`config.mk`:
```
export PLATFORM = sky130hd
export DESIGN_NAME = muladd_ctrl
export DESIGN_NICKNAME = d
export VERILOG_FILES = /design/src/rtl/muladd_ctrl.sv
export SDC_FILE = /design/constraint.sdc
export NUM_CORES = 1
export LEC_CHECK = 0
export BUFFER_PORTS_ARGS = -buffer_cell sky130_fd_sc_hd__buf_4
export CAP_MARGIN = 20
export CELL_PAD_IN_SITES_DETAIL_PLACEMENT = 0
export CELL_PAD_IN_SITES_GLOBAL_PLACEMENT = 2
export CORE_ASPECT_RATIO = 2
export CORE_UTILIZATION = 45
export DETAILED_ROUTE_END_ITERATION = 10
export PLACE_DENSITY_LB_ADDON = 0.08
export SETUP_SLACK_MARGIN = 0.1
export SKIP_CTS_REPAIR_TIMING = 1
export SLEW_MARGIN = 25
export SYNTH_ARGS = -nofsm -noshare
export SYNTH_HDL_FRONTEND = slang
export SYNTH_SLANG_ARGS = --single-unit
```
`constraint.sdc`:
```
create_clock -name clk -period 13 [get_ports clk]
set_input_delay 2.6 -clock clk [delete_from_list [all_inputs] [get_ports clk]]
set_output_delay 2.6 -clock clk [all_outputs]
set_load 0.005 [all_outputs]
```
`src/rtl/muladd_ctrl.sv`:
```
// muladd_ctrl: batch sequencer for the HLS muladd dot-product core.
// Buffers N operand pairs from a valid/ready stream, drives ap_start and
// serves the core's single-read-port a/b memories from those buffers, then
// presents ap_return plus the run-cycle count on a valid/ready output.
module muladd_ctrl #(
    parameter int N  = 16,
    parameter int DW = 16,
    parameter int RW = 32,
    parameter int AW = 4
) (
    input  logic          clk,
    input  logic          rst,
    // operand stream
    input  logic          in_valid,
    output logic          in_ready,
    input  logic [DW-1:0] in_a,
    input  logic [DW-1:0] in_b,
    // result stream
    output logic          out_valid,
    input  logic          out_ready,
    output logic [RW-1:0] out_result,
    output logic [15:0]   out_cycles,
    output logic          busy,
    // core control (ap_ctrl_hs)
    output logic          core_start,
    input  logic          core_ready,
    input  logic          core_done,
    input  logic          core_idle,
    input  logic [RW-1:0] core_return,
    // core memory ports
    input  logic [AW-1:0] a_address0,
    input  logic          a_ce0,
    output logic [DW-1:0] a_q0,
    input  logic [AW-1:0] b_address0,
    input  logic          b_ce0,
    output logic [DW-1:0] b_q0
);

    typedef enum logic [1:0] {
        S_LOAD  = 2'd0,
        S_START = 2'd1,
        S_RUN   = 2'd2,
        S_OUT   = 2'd3
    } state_t;

    localparam logic [AW-1:0] LAST_PTR = AW'(N - 1);
    // one extra bit so the range check stays meaningful when N == 2^AW
    localparam logic [AW:0]   N_LIM    = (AW + 1)'(N);

    state_t        state_q;
    logic [AW-1:0] wr_ptr_q;
    logic          core_start_q;
    logic          out_valid_q;
    logic [RW-1:0] out_result_q;
    logic [15:0]   out_cycles_q;
    logic [15:0]   cyc_q;
    logic [15:0]   cyc_d;
    logic [DW-1:0] a_q0_q;
    logic [DW-1:0] b_q0_q;
    logic [DW-1:0] a_rd_d;
    logic [DW-1:0] b_rd_d;

    // operand buffers: contents survive reset, only wr_ptr is cleared
    logic [DW-1:0] buf_a [N];
    logic [DW-1:0] buf_b [N];

    logic accept;
    logic serving;

    // ap_idle is only of interest to debug logic outside this block
    logic unused_idle;
    assign unused_idle = core_idle;

    assign in_ready   = (state_q == S_LOAD) & ~rst;
    assign accept     = in_valid & in_ready;
    assign serving    = (state_q == S_START) | (state_q == S_RUN);
    assign busy       = serving;
    assign core_start = core_start_q;
    assign out_valid  = out_valid_q;
    assign out_result = out_result_q;
    assign out_cycles = out_cycles_q;
    assign a_q0       = a_q0_q;
    assign b_q0       = b_q0_q;

    // run-cycle counter increment, pinned at all-ones
    assign cyc_d = (cyc_q == 16'hFFFF) ? cyc_q : cyc_q + 16'd1;

    // out-of-range addresses read as zero
    assign a_rd_d = ({1'b0, a_address0} < N_LIM) ? buf_a[a_address0] : '0;
    assign b_rd_d = ({1'b0, b_address0} < N_LIM) ? buf_b[b_address0] : '0;

    // capture accepted operand beats into the buffers
    always_ff @(posedge clk) begin
        if (accept) begin
            buf_a[wr_ptr_q] <= in_a;
            buf_b[wr_ptr_q] <= in_b;
        end
    end

    // batch sequencer: LOAD -> START -> RUN -> OUT, ready+done in START skips RUN
    always_ff @(posedge clk) begin
        if (rst) begin
            state_q      <= S_LOAD;
            wr_ptr_q     <= '0;
            core_start_q <= 1'b0;
            out_valid_q  <= 1'b0;
            out_result_q <= '0;
            out_cycles_q <= '0;
            cyc_q        <= '0;
        end else begin
            case (state_q)
                S_LOAD: begin
                    if (accept) begin
                        if (wr_ptr_q == LAST_PTR) begin
                            wr_ptr_q     <= '0;
                            state_q      <= S_START;
                            core_start_q <= 1'b1;
                            cyc_q        <= '0;
                        end else begin
                            wr_ptr_q <= wr_ptr_q + 1'b1;
                        end
                    end
                end
                S_START: begin
                    cyc_q <= cyc_d;
                    // ap_start is held until the core acknowledges with ap_ready
                    if (core_ready) begin
                        core_start_q <= 1'b0;
                        if (core_done) begin
                            out_result_q <= core_return;
                            out_cycles_q <= cyc_d;
                            out_valid_q  <= 1'b1;
                            state_q      <= S_OUT;
                        end else begin
                            state_q <= S_RUN;
                        end
                    end
                end
                S_RUN: begin
                    cyc_q <= cyc_d;
                    if (core_done) begin
                        out_result_q <= core_return;
                        out_cycles_q <= cyc_d;
                        out_valid_q  <= 1'b1;
                        state_q      <= S_OUT;
                    end
                end
                S_OUT: begin
                    if (out_ready) begin
                        out_valid_q <= 1'b0;
                        state_q     <= S_LOAD;
                    end
                end
                default: state_q <= S_LOAD;
            endcase
        end
    end

    // one-cycle-latency read ports, data holds when not enabled or not running
    always_ff @(posedge clk) begin
        if (rst) begin
            a_q0_q <= '0;
            b_q0_q <= '0;
        end else begin
            if (serving && a_ce0) a_q0_q <= a_rd_d;
            if (serving && b_ce0) b_q0_q <= b_rd_d;
        end
    end

endmodule

```
=== Word-level counts from Yosys, hierarchy flattened ===
Memory sizes are Yosys's and may differ from the RTL's. A register that Yosys moved wholly into a read port is not among the register bits.
Index checks and enable logic that the tools add are counted.

* Register bits after elaboration: 72
* Bits in writable memories: 512
* Bits of input ports: 81
* Output and inout bits: 84
* Word-level logic and storage cells: 67
* Memories kept: 2

{| class="wikitable"
|+ Memory list
! memory !! depth !! bits a word !! read ports !! clocked after memory_dff !! write ports !! RTL line !! RTL
|-
| buf_a || 16 || 16 || 1 || 1 || 1 || 64 || <nowiki>logic [DW-1:0] buf_a [N];</nowiki>
|-
| buf_b || 16 || 16 || 1 || 1 || 1 || 65 || <nowiki>logic [DW-1:0] buf_b [N];</nowiki>
|}

* Add/subtract/negate cells: 2
* Equality and inequality tests: 10
* Muxes and demuxes: 28
* Bitwise logic cells: 4
* Reductions and logical operators: 14

{| class="wikitable"
|+ Operators with widths
! operator !! count
|-
| $mux 16 || 5
|-
| $mux 32 || 2
|-
| $pmux 16 s2 || 2
|-
| $pmux 32 s2 || 1
|-
| $add 16x1->16 const B || 1
|-
| $eq 16x16->1 const B || 1
|-
| $mux 2 || 5
|-
| $mux 1 || 9
|-
| $ne 2x2->1 const B || 4
|-
| $pmux 2 s4 || 1
|-
| $reduce_and 3->1 || 2
|-
| $reduce_bool 2->1 || 3
|-
| $reduce_and 5->1 || 1
|-
| $add 4x1->4 const B || 1
|-
| $eq 2x2->1 const B || 2
|-
| $eq 4x4->1 const B || 1
|-
| $mux 4 || 1
|-
| $reduce_and 2->1 || 2
|-
| $reduce_and 4->1 || 1
|-
| $pmux 1 s3 || 1
|-
| $reduce_bool 3->1 || 1
|-
| $and 1x1->1 || 2
|-
| $eq 2x1->1 const B || 1
|-
| $logic_and 1x1->1 || 2
|-
| 6 further kinds || 6
|}

=== Longest topological paths before layout ===
Gate-level depths: netlist of run 1.

* Depth after elaboration: 5
* Gate-level depth with buffers: 9
* Depth with buffers taken out: 6

=== Worst setup path after synthesis of run 1 ===
No wires, ideal clock.

* Path type: input-to-reg
* Start: in rst
* End: mem buf_a[3][0], enable pin
* Setup time: 0.461 ns
* Arrival time: 5.615 ns
* Required time: 12.539 ns
* Setup slack: 6.924 ns
* Stages on the path: 5
* Path buffers: 2
* Cells stage by stage: and3b_1 clkbuf_1 buf_1 nand2_1 nor3_1

* Cells in the longest elaborated chain, start to end: 5

{| class="wikitable"
|+ RTL lines
! what !! RTL line !! RTL
|-
| from (decl) || 12 || <nowiki>input logic rst,</nowiki>
|-
| $not 1->1 || 74 || <nowiki>assign in_ready = (state_q == S_LOAD) & ~rst;</nowiki>
|-
| $and 1x1->1 || 74 ||
|-
| $and 1x1->1 || 75 || <nowiki>assign accept = in_valid & in_ready;</nowiki>
|-
| $mux 1 || 94 || <nowiki>if (accept) begin</nowiki>
|-
| $mux 1 (not written as such) || 95 || <nowiki>buf_a[wr_ptr_q] <= in_a;</nowiki>
|-
| to (decl) || 64 ||
|}

Every way passes these cells.

=== Worst setup path after layout of run 1 ===
* Start: in rst
* End: out in_ready

* Cells in the longest elaborated chain, start to end: 2

{| class="wikitable"
|+ RTL lines
! what !! RTL line !! RTL
|-
| $not 1->1 || 74 ||
|-
| $and 1x1->1 || 74 ||
|-
| to (decl) || 15 || <nowiki>output logic in_ready,</nowiki>
|}

Every way passes these cells.

==> results of run 1 <==
==> registers in the layout (all words and copies together) (netlist names) <==
name	flops
out_cycles	16
out_result	32
a_q0	16
buf_b	256
wr_ptr_q	4
b_q0	16
core_start	1
cyc_q	16
buf_a	256
state_q	2
out_valid	1
==> final cells by class <==
cell class / instances / share of cell area (%)
flip-flops and latches: 616 / 63.5
multi-input cells: 595 / 21.4
clock buffers: 73 / 5.43
repair buffers: 191 / 5.23
well taps: 660 / 3.01
clock inverters: 25 / 1.16
inverters: 15 / 0.205
==> per-stage QoR <==
| step | std cells | cell area (um^2) |
|---|---|---|
| after floorplan | 1300 | 23600 |
| after global placement | 2077 | 25700 |
| after detailed placement | 2077 | 25700 |
| after CTS | 2175 | 27500 |
| after global routing | 2175 | 27500 |
| final | 2175 | 27500 |
==> metal layers <==
metal / up-vias / share of wire [%] / track usage, %
li1: 5559 / - / -
met1: 6385 / 38 / 24.5
met2: 303 / 55 / 39.2
met3: 88 / 4.5 / 3.04
met4: 0 / 2.9 / 7.02
met5: - / 0 / 0
==> report_power, final <==
part	internal, uW	switching [uW]	leakage (uW)
logic	112	148	0.00264
clock network	929	701	0.000875
registers	2180	17.6	0.00545
==> cells by family after synthesis <==
group	count (synthesis)	synth area share, %
buffers and inverters	89	1.62
DFF	616	74.0
AOI/OAI and AO/OA	169	4.91
and+or+nand+nor	244	4.90
muxes	164	13.7
xor gates and xnor gates	8	0.297
adders and majority gates	10	0.530
==> worst register-to-register path: cells and delay by family (launching register included) <==
kind | cells | cell delay [ns]
simple gates | 3 | 1.44
buf+inv | 2 | 0.62
flops | 1 | 0.35
fa+ha+maj | 1 | 0.25
==> path summary, 6_finish.rpt <==
| kind | startpoint | to | slack, ns | depth (start not counted) |
|---|---|---|---|---|
| setup / recovery | rst | in_ready | 6.81 | 3 |
| hold / removal | out_cycles[7] | out_cycles[7] | 0.45 | 2 |
| setup reg to reg | state_q[0] | buf_b[10][13] | 9.97 | 6 |
| hold reg to reg | out_cycles[7] | out_cycles[7] | 0.45 | 2 |
==> cell usage in the layout (no fill, tap or decap), drive strengths merged, types with 3 or more instances in the layout <==
master and count:
a211oi 4, a21o 3, a21oi 51, a22oi 30, a311oi 8, and3 3, buf 191, bufinv 6
clkbuf 73, clkinv 12, clkinvlp 5, dfxtp 104, edfxtp 512, ha 10, inv 17, mux2i 36
mux4 128, nand2 124, nand2b 5, nand3 17, nand4 11, nand4b 7, nor2 36, nor2b 6
nor3 13, nor4 6, o211ai 38, o21a 3, o21ai 7, o31ai 6, o32ai 4, or2 3
or4 4, xnor2 6
==> results by group, run 1 <==
STA
  • Final hold violations: 0
  • Clock period minus worst slack: 6.19 ns
  • Max Clk Rate: 162 MHz
  • Slew @ Worst Pin: 1.01 ns
  • Final Cycle Share: 47.6%
  • Slew margin rel.: 32.7%
  • TNS Setup: 0 ns
  • Max Slew Vio Count: 0
  • Final Setup Violations: 0
  • Final worst slack: 6.81 ns
  • Fin Hold WS: 0.453 ns
  • Unrepaired setup endpoints after global routing: no
  • Clock Skew: 0.0198 ns

Critical path
  • CP required: 10.40 ns
  • Worst path buffer plus inverter count: 2
  • Worst Path Max Fanout: 79
  • Critical-path top delay cell: buf_4
  • CP arrival: 3.59 ns
  • Cell family with most CP delay: buffers and inverters
  • Worst path cell trace: buf_4, nor2b_1, buf_4
  • Critical path's most frequent cell: buf_4
  • CP max stage delay: 0.68 ns
  • Setup CP Type: in2out
  • Critical Path End Type: output pin
  • Startpoint Class: primary input

Pwr
  • Final Power: 4080 uW
  • Peak VDD IR: 0.000141 V
  • PwrDens: 149 nW/um^2
  • Leakage: 0.00896 uW

GRT
  • Vias in the first global route: 13,002
  • Total global-route track usage: 21.1%
  • Gr ovfl total: 0
  • Initial antenna violation count: 0
  • Largest net degree at the start of global routing: 80
  • First-pass GRT wire length: 81,400 um

Logic synthesis
  • Syn Nets: 1,391
  • Count leader, synth: edfxtp_1
  • Synthesized area per cell: 18.1 um^2
  • Ys async rst share: 0%
  • Yosys synthesis warning count: 0
  • Primary FF master, synth: edfxtp_1
  • Syn Inst Count: 1,300
  • Post-synth cell types: 60
  • Register area share after synthesis: 74.0%
  • Area leader, netlist: edfxtp_1
  • Post-synth EDFFs: 512
  • Top-area cell type share of the netlist area: 65.2%
  • Ranking of synthesized cells by area: edfxtp_1, mux4_2, dfxtp_1
  • Mapped Area: 23,600 um^2
  • Top cells by count, synth: edfxtp_1, mux4_2, nand2_1, dfxtp_1, a21oi_1
  • Seq cells post-synth: 616

Clocking
  • Total CTS buffers: 53
  • Later-pin clock latency in the skew report: 0.60 ns
  • H-tree levels: 2
  • Clock sinks: 616
  • Clock tree buffer depth: 3
  • CTS clk-pin slew, worst paths: 0.06 ns
  • Clock tree from TritonCTS: done
  • Clock root cell: clkbuf_16

Floorplan
  • Die height: 326 um
  • IO Count: 165
  • Num rows: 118
  • Die X: 164 um
  • Initial Utilization: 45.5%
  • Total die area: 53,400 um^2
  • Core ar.: 51,800 um^2

Cells and area
  • Nets: 1,563
  • Fill cell total of the finished layout: 4,196
  • Share of layout cells above drive strength 1: 28.9%
  • Area delta synth->final: 16.4%
  • Multi-input gate area: 5880 um^2
  • Sequential Area: 17,500 um^2
  • Number of diodes: 0
  • Fin util: 53.0%

Job
  • Max-cap violations: 0

Run status
  • Outcome: completed

Drt
  • Vias: 12,335
  • Initial DRC count: 899
  • First drt pass iteration count: 6
  • Total Wirelength: 54,700 um
  • Antenna-violating nets left: 0
  • DRC violations left: 0
  • Vias per std cell: 5.67
  • DR WL/cell: 25.1 um

Min path
  • HP Class: reg2reg

Placed design
  • Hpwl dp: 31,100 um
  • IO buf count: 163
  • Placer Congestion: 0.771
  • Dpl ws: 6.78 ns
(Power assumes the default switching activity.)
==> run 2, diff against run 1 <==
- ABC_AREA: default -> 1
- CORE_UTILIZATION: 45 -> 40
- clock period: 13 -> 5.93 ns (I/O delays scaled with it)
==> results by group, run 2 <==
Floorplan
  • Core ar.: 61,700 um^2
  • Die X: 178 um
  • Num rows: 129
  • IO Count: 165
  • Total die area: 63,400 um^2
  • Initial Utilization: 40.4%
  • Die height: 355 um

Logic synthesis
  • Post-synth cell types: 37
  • Syn Nets: 2,389
  • Primary FF master, synth: edfxtp_1
  • Ranking of synthesized cells by area: edfxtp_1, nand2_1, dfxtp_1
  • Top-area cell type share of the netlist area: 61.7%
  • Ys async rst share: 0%
  • Count leader, synth: nand2_1
  • Mapped Area: 24,900 um^2
  • Yosys synthesis warning count: 0
  • Syn Inst Count: 2,298
  • Register area share after synthesis: 70.1%
  • Area leader, netlist: edfxtp_1
  • Post-synth EDFFs: 512
  • Synthesized area per cell: 10.8 um^2
  • Seq cells post-synth: 616
  • Top cells by count, synth: nand2_1, edfxtp_1, nand3_1, nor2_1, dfxtp_1

Cells and area
  • Most frequent cells in the layout: nand2_1, edfxtp_1, nand3_1, buf_4, nor2_1
  • Share of layout cells above drive strength 1: 13.6%
  • Nets: 2,512
  • Fill cell total of the finished layout: 5,813
  • Area delta synth->final: 15.4%
  • Fin util: 46.6%
  • Leading cell type in the layout, fill and taps excluded: nand2_1
  • Design area: 28,800 um^2

Clocking
  • CTS clk-pin slew, worst paths: 0.06 ns
  • Clock sinks: 616
  • Later-pin clock latency in the skew report: 0.60 ns
  • H-tree levels: 2
  • Total CTS buffers: 55
  • Clock root cell: clkbuf_16
  • Clock tree from TritonCTS: done
  • Clock tree buffer depth: 3

Critical path
  • Worst Path Max Fanout: 79
  • Startpoint Class: primary input
  • Cell family with most CP delay: buffers and inverters
  • CP arrival: 4.00 ns
  • Critical path's most frequent cell: nand2_1
  • Worst path cell trace: buf_4, clkinv_2, buf_4, nand2_1, nand3_1, nand3_1, nand2_1, nand2_1, nand2_1, o21ai_1, inv_1
  • Worst reg2reg startpoint: state_q[1]
  • Critical Path End Type: register
  • Critical-path top delay cell: clkinv_2
  • Worst path buffer plus inverter count: 4
  • CP required: 6.43 ns
  • CP max stage delay: 0.78 ns
  • R2R setup slack: 2.95 ns
  • Critical Path Source: a_address0[0]
  • Setup CP Type: in2reg

Placed design
  • Dpl ws: 1.81 ns
  • Dpl cell area: 26,900 um^2
  • IO buf count: 163
  • Placer Congestion: 0.813
  • Hpwl dp: 42,500 um

Pwr
  • Clock power share: 41.2%
  • Share of power burned in combinational logic: 5.0%
  • Seq pwr share: 53.8%
  • Sw Share: 21.8%
  • Peak VDD IR: 0.000217 V
  • PwrDens: 304 nW/um^2
  • Switch Pwr: 1900 uW
  • Pint: 6840 uW
  • Leakage: 0.0107 uW

GRT
  • Vias in the first global route: 16,817
  • Initial antenna violation count: 8
  • Largest net degree at the start of global routing: 97
  • Gr ovfl total: 0
  • Total global-route track usage: 23.1%
  • First-pass GRT wire length: 106,000 um

STA
  • TNS Setup: 0 ns
  • Slew @ Worst Pin: 0.989 ns
  • Final Setup Violations: 0
  • Final worst slack: 2.43 ns
  • Clock Skew: 0.0109 ns
  • Slew margin rel.: 33.9%
  • Final hold violations: 0
  • Unrepaired setup endpoints after global routing: no
  • Fin Hold WS: 0.485 ns
  • Clock period minus worst slack: 3.50 ns
  • Final Cycle Share: 59.0%
  • Max Clk Rate: 286 MHz
  • Max Slew Vio Count: 0

Min path
  • HP Class: reg2reg
  • HP Start: out_result[1]

Drt
  • DRC violations left: 0
  • First drt pass iteration count: 6
  • Vias: 16,945
  • Initial DRC count: 1,187
  • DR WL/cell: 22.2 um
  • Antenna-violating nets left: 0
  • Vias per std cell: 5.20
  • Total Wirelength: 72,400 um

Job
  • Max-cap violations: 0

Run status
  • Outcome: completed
-- run 2: cell count changes in the layout (fill, tap and decap cells not counted), moves of 39 or more --
cell     before  now
inv_1        12   65
mux4_2      128    0
nand2_1     124  683
nand3_1      16  398
nor2_1       24  179
o21ai_0       7   46
o21ai_1       0   42
-- run 2: per-layer routing --
metal  part of all wire [%]  wire length, um  global-route usage [%]  vias to the layer above
met5                  0.030               22                       0                        -
met2                     55            39800                    43.5                      456
met4                    3.3             2390                    9.39                        4
met1                     37            26800                    25.5                     8247
li1                       -                -                       -                     8108
met3                    4.8             3460                    3.24                      130
-- run 2: worst paths after layout --
check | endpoint | cells past startpoint
setup / recovery | a_q0[14] | 11
hold / removal | out_result[1] | 2
setup reg to reg | buf_a[9][13] | 9
hold reg to reg | out_result[1] | 2
-- run 2: worst min-delay path, cell delays in order (launching register included) --
cell     delay, ns
dfxtp_1       0.32
nor2_1        0.05
nor2_1        0.08
-- run 2: layout make-up --
class | count | area (um^2) | share of cell area [%]
multi-input cells | 1475 | 6670 | 23.2
clock inverters | 30 | 287 | 0.997
well taps | 786 | 983 | 3.42
flip-flops and latches | 616 | 17500 | 60.7
diodes | 3 | 7.51 | 0.0261
repair buffers | 197 | 1540 | 5.34
inverters | 76 | 298 | 1.04
clock buffers | 73 | 1510 | 5.27
-- run 2: metrics by stage --
step / total power (uW) / instances
2_1_floorplan: 5050 / 2298
3_3_place_gp: 5230 / 3147
3_5_place_dp: 5240 / 3150
4_1_cts: 8820 / 3253
5_1_grt: 9000 / 3256
6_report: 8740 / 3256
-- run 2: kinds of logic after synthesis --
logic type / synth area share, %
and+or+nand+nor: 22.3
DFF: 70.1
buffers and inverters: 3.65
AOI/OAI and AO/OA: 3.28
adders and majority gates: 0.502
xor gates and xnor gates: 0.176
-- run 2: power groups by stage --
| stage | clock network, uW | registers (uW) | logic, uW |
|---|---|---|---|
| 6_report | 3600 | 4700 | 434 |
| 2_1_floorplan | 0 | 4800 | 245 |
| 3_5_place_dp | 0 | 4800 | 441 |
| 5_1_grt | 3810 | 4700 | 481 |
| 3_3_place_gp | 0 | 4800 | 431 |
| 4_1_cts | 3680 | 4700 | 441 |
